`src/rtl/arm_pipelined_pkg.sv`:
```
// Shared types and constants for the ARM pipelined hazard controller.
// Forward-select encodings, memory handshake FSM states, and the PC register address.
package arm_pipelined_pkg;

  typedef enum logic [1:0] {
    FWD_RF  = 2'b00,
    FWD_WB  = 2'b01,
    FWD_MEM = 2'b10
  } fwd_sel_e;

  typedef enum logic {
    MEM_IDLE = 1'b0,
    MEM_WAIT = 1'b1
  } mem_state_e;

  localparam logic [3:0] PC_REG = 4'd15;

endpackage

```
`src/rtl/arm_pipelined_mem_wait_fsm.sv`:
```
// Data-memory wait-state handshake: raises memstall while an access is pending,
// gives up after MaxWait cycles and latches a sticky timeout flag.
module arm_pipelined_mem_wait_fsm
  import arm_pipelined_pkg::*;
#(
  parameter int MaxWait = 16
) (
  input  logic clk_i,
  input  logic rst_i,
  input  logic mem_access_i,
  input  logic dmem_ready_i,
  output logic memstall_o,
  output logic mem_timeout_o
);

  localparam int CW = (MaxWait > 2) ? $clog2(MaxWait) : 1;
  localparam logic [CW-1:0] LAST = CW'(MaxWait - 1);

  mem_state_e    state_q;
  logic [CW-1:0] wait_cnt_q;
  logic          timeout_q;
  logic          pending;

  assign pending = mem_access_i & ~dmem_ready_i;

  // The final wait cycle (counter == LAST) releases the pipeline instead of stalling.
  always_comb begin
    memstall_o = 1'b0;
    case (state_q)
      MEM_IDLE: memstall_o = pending;
      MEM_WAIT: memstall_o = pending & (wait_cnt_q != LAST);
      default:  memstall_o = 1'b0;
    endcase
    if (rst_i) memstall_o = 1'b0;
  end

  always_ff @(posedge clk_i) begin
    if (rst_i) begin
      state_q    <= MEM_IDLE;
      wait_cnt_q <= '0;
      timeout_q  <= 1'b0;
    end else begin
      case (state_q)
        MEM_IDLE: begin
          if (pending) begin
            state_q    <= MEM_WAIT;
            wait_cnt_q <= CW'(1);
          end
        end
        MEM_WAIT: begin
          if (!pending) begin
            state_q    <= MEM_IDLE;
            wait_cnt_q <= '0;
          end else if (wait_cnt_q == LAST) begin
            state_q    <= MEM_IDLE;
            wait_cnt_q <= '0;
            timeout_q  <= 1'b1;
          end else begin
            wait_cnt_q <= wait_cnt_q + CW'(1);
          end
        end
        default: begin
          state_q    <= MEM_IDLE;
          wait_cnt_q <= '0;
        end
      endcase
    end
  end

  assign mem_timeout_o = timeout_q;

endmodule

```
`src/rtl/arm_pipelined_hazard_controller.sv`:
```
// Hazard controller for the 5-stage ARM pipeline: forwarding selects, load-use and
// PC hazard stalls/flushes, data-memory wait stalls and a stall-cycle counter.
module arm_pipelined_hazard_controller
  import arm_pipelined_pkg::*;
#(
  parameter int RegAddrWidth = 4,
  parameter int MaxWait      = 16,
  parameter int CntWidth     = 16
) (
  input  logic                    i_CLK,
  input  logic                    i_RESET,
  input  logic [RegAddrWidth-1:0] i_RA1D,
  input  logic [RegAddrWidth-1:0] i_RA2D,
  input  logic [RegAddrWidth-1:0] i_RA1E,
  input  logic [RegAddrWidth-1:0] i_RA2E,
  input  logic [RegAddrWidth-1:0] i_WA3E,
  input  logic [RegAddrWidth-1:0] i_WA3M,
  input  logic [RegAddrWidth-1:0] i_WA3W,
  input  logic                    i_RegWriteM,
  input  logic                    i_RegWriteW,
  input  logic                    i_MemToRegE,
  input  logic                    i_PCSrcD,
  input  logic                    i_PCSrcE,
  input  logic                    i_PCSrcM,
  input  logic                    i_PCSrcW,
  input  logic                    i_BranchTakenE,
  input  logic                    i_MemAccessM,
  input  logic                    i_DMemReady,
  output logic                    o_DMemReq,
  output logic                    o_StallF,
  output logic                    o_StallD,
  output logic                    o_StallE,
  output logic                    o_StallM,
  output logic                    o_FlushD,
  output logic                    o_FlushE,
  output logic                    o_FlushW,
  output logic [1:0]              o_ForwardAE,
  output logic [1:0]              o_ForwardBE,
  output logic                    o_MemTimeout,
  output logic [CntWidth-1:0]     o_StallCycles
);

  localparam logic [RegAddrWidth-1:0] PC_ADDR = RegAddrWidth'(PC_REG);

  logic                memstall;
  logic                ldrstall;
  logic                pcpend;
  fwd_sel_e            fwd_a;
  fwd_sel_e            fwd_b;
  logic [CntWidth-1:0] stall_cnt_q;
  logic [CntWidth-1:0] stall_cnt_d;

  arm_pipelined_mem_wait_fsm #(
    .MaxWait(MaxWait)
  ) u_mem_wait_fsm (
    .clk_i        (i_CLK),
    .rst_i        (i_RESET),
    .mem_access_i (i_MemAccessM),
    .dmem_ready_i (i_DMemReady),
    .memstall_o   (memstall),
    .mem_timeout_o(o_MemTimeout)
  );

  // The PC is read through its own path and must never take a forwarded value.
  always_comb begin
    fwd_a = FWD_RF;
    if (i_RA1E != PC_ADDR) begin
      if (i_RegWriteM && (i_RA1E == i_WA3M))      fwd_a = FWD_MEM;
      else if (i_RegWriteW && (i_RA1E == i_WA3W)) fwd_a = FWD_WB;
    end
    fwd_b = FWD_RF;
    if (i_RA2E != PC_ADDR) begin
      if (i_RegWriteM && (i_RA2E == i_WA3M))      fwd_b = FWD_MEM;
      else if (i_RegWriteW && (i_RA2E == i_WA3W)) fwd_b = FWD_WB;
    end
  end

  assign ldrstall = i_MemToRegE & ((i_RA1D == i_WA3E) | (i_RA2D == i_WA3E));
  assign pcpend   = i_PCSrcD | i_PCSrcE | i_PCSrcM;

  // A memory stall freezes every stage, so load-use and branch bubbles wait for it to clear.
  always_comb begin
    o_DMemReq   = i_MemAccessM;
    o_ForwardAE = fwd_a;
    o_ForwardBE = fwd_b;
    o_StallF    = ldrstall | pcpend;
    o_StallD    = ldrstall;
    o_StallE    = 1'b0;
    o_StallM    = 1'b0;
    o_FlushD    = pcpend | i_PCSrcW | i_BranchTakenE;
    o_FlushE    = ldrstall | i_BranchTakenE;
    o_FlushW    = 1'b0;
    if (memstall) begin
      o_StallF = 1'b1;
      o_StallD = 1'b1;
      o_StallE = 1'b1;
      o_StallM = 1'b1;
      o_FlushD = 1'b0;
      o_FlushE = 1'b0;
      o_FlushW = 1'b1;
    end
    if (i_RESET) begin
      o_DMemReq   = 1'b0;
      o_ForwardAE = FWD_RF;
      o_ForwardBE = FWD_RF;
      o_StallF    = 1'b0;
      o_StallD    = 1'b0;
      o_StallE    = 1'b0;
      o_StallM    = 1'b0;
      o_FlushD    = 1'b1;
      o_FlushE    = 1'b1;
      o_FlushW    = 1'b1;
    end
  end

  always_comb begin
    stall_cnt_d = stall_cnt_q;
    if ((ldrstall || memstall) && (stall_cnt_q != '1)) stall_cnt_d = stall_cnt_q + CntWidth'(1);
  end

  always_ff @(posedge i_CLK) begin
    if (i_RESET) stall_cnt_q <= '0;
    else         stall_cnt_q <= stall_cnt_d;
  end

  assign o_StallCycles = stall_cnt_q;

endmodule
```
`config.mk`:
```
export PLATFORM = sky130hd
export DESIGN_NAME = arm_pipelined_hazard_controller
export DESIGN_NICKNAME = d
export VERILOG_FILES = /design/src/rtl/arm_pipelined_pkg.sv /design/src/rtl/arm_pipelined_mem_wait_fsm.sv /design/src/rtl/arm_pipelined_hazard_controller.sv
export SDC_FILE = /design/constraint.sdc
export NUM_CORES = 1
export LEC_CHECK = 0
export CORE_MARGIN = 1
export CORE_UTILIZATION = 46
export DETAILED_ROUTE_END_ITERATION = 16
export PLACE_DENSITY = 0.84
export SLEW_MARGIN = 20
export SYNTH_ARGS = -nofsm -noshare
export SYNTH_HDL_FRONTEND = slang
export SYNTH_SLANG_ARGS = --single-unit
```
`constraint.sdc`:
```
create_clock -name i_CLK -period 3.6 [get_ports i_CLK]
set_clock_uncertainty 0.05 [all_clocks]
set_input_delay 0.72 -clock i_CLK [delete_from_list [all_inputs] [get_ports i_CLK]]
set_output_delay 0.72 -clock i_CLK [all_outputs]
set_load 0.03 [all_outputs]
```
After elaboration in Yosys (flattened, before gate mapping) --
Index checks and enable logic that the tools add are counted.
Storage, ports and cells: bits in registers 22, input port bits 40, output and inout port bits 29, logic and storage cells 67
Operators by class: add/subtract/negate cells 2, equal/unequal tests 12, multiplexer cells 30, bitwise logic cells 12, reduce and logical (&&, ||, !) cells 7
Operators by type and width (count):
- $eq A4 B4 Y1 | 6
- $mux W1 | 18
- $add A16 B1 Y16 const B | 1
- $ne A16 B16 Y1 const B | 1
- $mux W2 | 6
- $mux W4 | 3
- $ne A4 B4 Y1 const B | 3
- $pmux W4 S2 | 1
- $or A1 B1 Y1 | 7
- $logic_and A1 B1 Y1 | 5
- $add A4 B1 Y4 const B | 1
- $eq A4 B4 Y1 const B | 1
- $pmux W1 S2 | 2
- $and A1 B1 Y1 | 3
- $reduce_and A3 Y1 | 1
- $ne A2 B1 Y1 const B | 1
- $not A1 Y1 | 2
- $logic_or A1 B1 Y1 | 1

Logic depth before layout (Yosys ltp) --
word-level depth 7, mapped depth 9, depth with buffers taken out 7

Modules after synthesis --
From an unflattened synthesis, not the netlist that was laid out.
Unflattened totals: cells, all modules 189, area total of the unflattened synthesis 1584.0 um^2
Modules (own cells, without submodules):
- arm_pipelined_hazard_controller | times used 1, cells an instance 160, area an instance 1287.5 um^2, sequential area each 320.3 um^2
- arm_pipelined_mem_wait_fsm | times used 1, cells an instance 29, area an instance 296.5 um^2, sequential area each 120.1 um^2

Worst setup path before layout --
Ideal clock, no wire load.
path type input to output, from input port i_RA1D[2], to output port o_StallF, arrival 2.019 ns, data required time 2.830 ns, path slack 0.811 ns, stages on the path 5, path buffers 1, cells stage by stage xor2_1 nor4_1 o21ai_2 buf_6 a31oi_1
Between the ends: longest elaborated chain between the ends 6
Ends and longest elaborated chain:
- start: declaration | RTL line arm_pipelined_hazard_controller.sv:12 | input logic [RegAddrWidth-1:0] i_RA1D,
- $eq A4 B4 Y1 | RTL line arm_pipelined_hazard_controller.sv:78 | assign ldrstall = i_MemToRegE & ((i_RA1D == i_WA3E) | (i_RA2D == i_WA3E));
- $or A1 B1 Y1 | RTL line arm_pipelined_hazard_controller.sv:78
- $and A1 B1 Y1 | RTL line arm_pipelined_hazard_controller.sv:78
- $or A1 B1 Y1 | RTL line arm_pipelined_hazard_controller.sv:86 | o_StallF = ldrstall | pcpend;
- $mux W1 | RTL line arm_pipelined_hazard_controller.sv:93 | if (memstall) begin
- $mux W1 | RTL line arm_pipelined_hazard_controller.sv:102 | if (i_RESET) begin
- end: declaration | RTL line arm_pipelined_hazard_controller.sv:30 | output logic o_StallF,
No other way between the ends.

Worst setup path in the final report --
from input port i_WA3E[1], to output port o_FlushE
Between the ends: longest elaborated chain between the ends 6, elaborated cells between the ends (all ways) 7, classes of those cells eq/ne: 2; mux: 2; bitwise: 3
Ends and longest elaborated chain:
- start: declaration | RTL line arm_pipelined_hazard_controller.sv:16 | input logic [RegAddrWidth-1:0] i_WA3E,
- $eq A4 B4 Y1 | RTL line arm_pipelined_hazard_controller.sv:78
- $or A1 B1 Y1 * | RTL line arm_pipelined_hazard_controller.sv:78
- $and A1 B1 Y1 * | RTL line arm_pipelined_hazard_controller.sv:78
- $or A1 B1 Y1 * | RTL line arm_pipelined_hazard_controller.sv:91 | o_FlushE = ldrstall | i_BranchTakenE;
- $mux W1 * | RTL line arm_pipelined_hazard_controller.sv:93
- $mux W1 * | RTL line arm_pipelined_hazard_controller.sv:102
- end: declaration | RTL line arm_pipelined_hazard_controller.sv:35 | output logic o_FlushE,
Every way passes the cells marked *; elsewhere a longest branch is shown, timed or not.

==> impl_metrics.ini <==
[sta]
fin_tns_setup_ns = 0
slew_viol_final = 0
final_hold_viol_count = 0
fmax_mhz = 296
relSlewSlack = 0.774
period_minus_slack_ns = 3.38
period_share = 0.940
rsz0062_at_grt = no
setup_viol = 0
tightest_slew_ns = 0.338

[finish]
area_growth_pct = 46.2
drive_gt1_frac = 0.114
antenna_cells = 0
finalNonFillerCells = 300
final_nets = 297
fill_cells = 289
final_cell_area_mm2 = 0.00234

[clock_tree]
path_clk_slew_ns = 0.13
clockBufferDepth = 2
cts_buffers = 3
cts_hold_buf = 0
cts-root-buf = clkbuf_4
post_cts_buffers = 0
cts_sinks = 22
cts_tree = done
htreeDepth = 1
clk_latency_ns = 0.31

[status]
outcome = finished with violations
violations = DRC

[synth]
ys_ff_latch = 22
ys_async_sr_fraction = 0
synth_top_cell_by_area = dfxtp_1
yosysWarnings = 0
synthTopCellsByArea = dfxtp_1 (27%), xor2_1 (11%), xnor2_1 (6.6%)
netlist_area_mm2 = 0.00160
yosysTopAreaCellShare = 0.275
syn_area_per_cell_um2 = 8.62
synth_edf_count = 0
netlist_instances = 186
ys_types = 43
syn-num-nets = 228
yosysSeqAreaShare = 0.275
synth_top_flop_cell = dfxtp_1

[placement]
post-dp-hpwl_um = 3070
post_dp_cell_area_mm2 = 0.00230
portBuffers = 68
routabilityCongestion = 0.756
dp_cells = 296

[floorplanning]
coreArea_mm2 = 0.00334
start_util = 0.481
die_w_um = 61.1
io-pin-count = 69
dieHeight_um = 61.1
die-area_mm2 = 0.00373
num_rows = 21

[route]
drtAntennaViolNets = 0
avgRoutedWirePerCell_um = 13.2
avgViaCountPerCell = 5.24
drt-initial-drc-count = 99
num_vias = 1573
route.detailed.drc = 2
drt-total-wl_um = 3970
firstDrtPassIters = 10

[global_routing]
grt_overflow = 0
grt_pass1_vias = 1416
antenna_found_initial = 0
grt_usage = 0.221
grt_max_degree = 26
grt_pass1_wl_um = 6200

[critical_path]
worstPathMaxFanout = 2
ff2ff_setup_slack_ns = 1.24
path_class = in -> out
cp.required_ns = 2.83
critical_path_arrival_ns = 2.61
cp-start-kind = input port
endpoint_kind = output pin

[pwr]
cellPowerDensity_mw_per_mm2 = 226
p_leak_uw = 0.000817
ir_drop_uv = 213

[job]
max-cap-violations = 0

[worst_hold_path]
hp-class = reg -> reg
==> state kept, by name (all words and copies together), names as in the netlist <==
signal / count
u_mem_wait_fsm.state_q: 1
o_StallCycles: 16
u_mem_wait_fsm.wait_cnt_q: 4
u_mem_wait_fsm.mem_timeout_o: 1
==> through the flow <==
stage               utilization  total power [uW]  hold slack, ns  setup slack (ns)
CTS                       0.701               533           0.487             0.185
finish                    0.703               530           0.489             0.217
global route              0.703               557           0.507            0.0882
global placement          0.690               394           0.406             0.207
detailed placement        0.690               397           0.471             0.186
floorplan                     -               323           0.435             0.811
==> Yosys cell counts (4+ instances only) <==
cell type	n
o21ai_0	5
nand2_1	9
nor2_1	24
inv_1	6
a21oi_1	6
nor2b_1	5
nand3_1	13
a211oi_2	5
dfxtp_1	22
nor3_1	4
xor2_1	20
xnor2_1	12
and3_1	5
==> cells by family (layout without fill, tap and decap cells) <==
logic type,after synthesis,count (layout),synth area share
buffers and inverters,13,81,0.0468
AND/OR/NAND/NOR,80,80,0.271
XOR/XNOR,32,32,0.175
multiplexers,3,3,0.0203
AO/OA/AOI/OAI,34,34,0.197
adder cells (fa/ha/maj),2,2,0.0156
flip-flops,22,22,0.275
==> cell type report <==
| cell class | instances | area, um2 | area share |
|---|---|---|---|
| multi-input combinational | 151 | 1090 | 0.467 |
| clock buffer | 4 | 36.3 | 0.0155 |
| sequential | 22 | 440 | 0.188 |
| timing repair buffer | 71 | 693 | 0.296 |
| tap | 46 | 57.6 | 0.0245 |
| inverter | 6 | 22.5 | 0.00961 |
==> cell usage in the layout, fill, tap and decap left out, drive strengths merged, types with 2 or more instances in the layout <==
master | Yosys | routed
clkdlybuf4s50 | 0 | 64
nor2 | 25 | 25
dfxtp | 22 | 22
xor2 | 20 | 20
nand3 | 14 | 14
xnor2 | 12 | 12
nand2 | 9 | 9
buf | 5 | 7
a21oi | 7 | 7
a211oi | 7 | 7
inv | 6 | 6
o21ai | 6 | 6
nor2b | 6 | 6
and3 | 5 | 5
nor3 | 4 | 4
clkbuf | 2 | 4
nor4 | 4 | 4
a2111oi | 4 | 4
nand2b | 3 | 3
nand4 | 3 | 3
a21o | 3 | 3
a41o | 2 | 2
or2 | 2 | 2
and2 | 2 | 2
a22oi | 2 | 2
mux2 | 2 | 2
ha | 2 | 2
and4 | 2 | 2
==> final timing paths <==
check / cells after the start / to / start
setup reg to reg: 8 / o_StallCycles[10]$_SDFFE_PP0P_ / u_mem_wait_fsm.wait_cnt_q[0]$_SDFFE_PP0P_
setup / recovery: 7 / o_FlushE / i_WA3E[1]
hold reg to reg: 2 / u_mem_wait_fsm.mem_timeout_o$_SDFFE_PP0P_ / u_mem_wait_fsm.mem_timeout_o$_SDFFE_PP0P_
hold / removal: 2 / u_mem_wait_fsm.mem_timeout_o$_SDFFE_PP0P_ / u_mem_wait_fsm.mem_timeout_o$_SDFFE_PP0P_
==> per-layer routing <==
| layer | track usage | wire (um) |
|---|---|---|
| met1 | 0.246 | 1690 |
| met2 | 0.422 | 1970 |
| met3 | 0.0441 | 289 |
| met4 | 0.0584 | 26 |
| met5 | 0 | 0 |
==> worst max-delay path, cell delays in order <==
cell and delay, ns:
clkdlybuf4s50_1 0.45, xor2_1 0.19, nor4_2 0.29, o21ai_2 0.11, nand2b_1 0.07, a21o_1 0.11
clkdlybuf4s50_1 0.67
==> where the power goes <==
group          switching (uW)  internal [uW]
combinational            67.5           74.6
sequential               4.39            246
clock                    75.4           61.8
==> repair_timing <==
| action | in CTS | in global routing |
|---|---|---|
| setup endpoints to repair | 0 | 1 |
| resized for setup | 0 | 1 |
| hold endpoints to repair | 0 | 0 |
No activity file was read; power rests on OpenSTA's default activity.
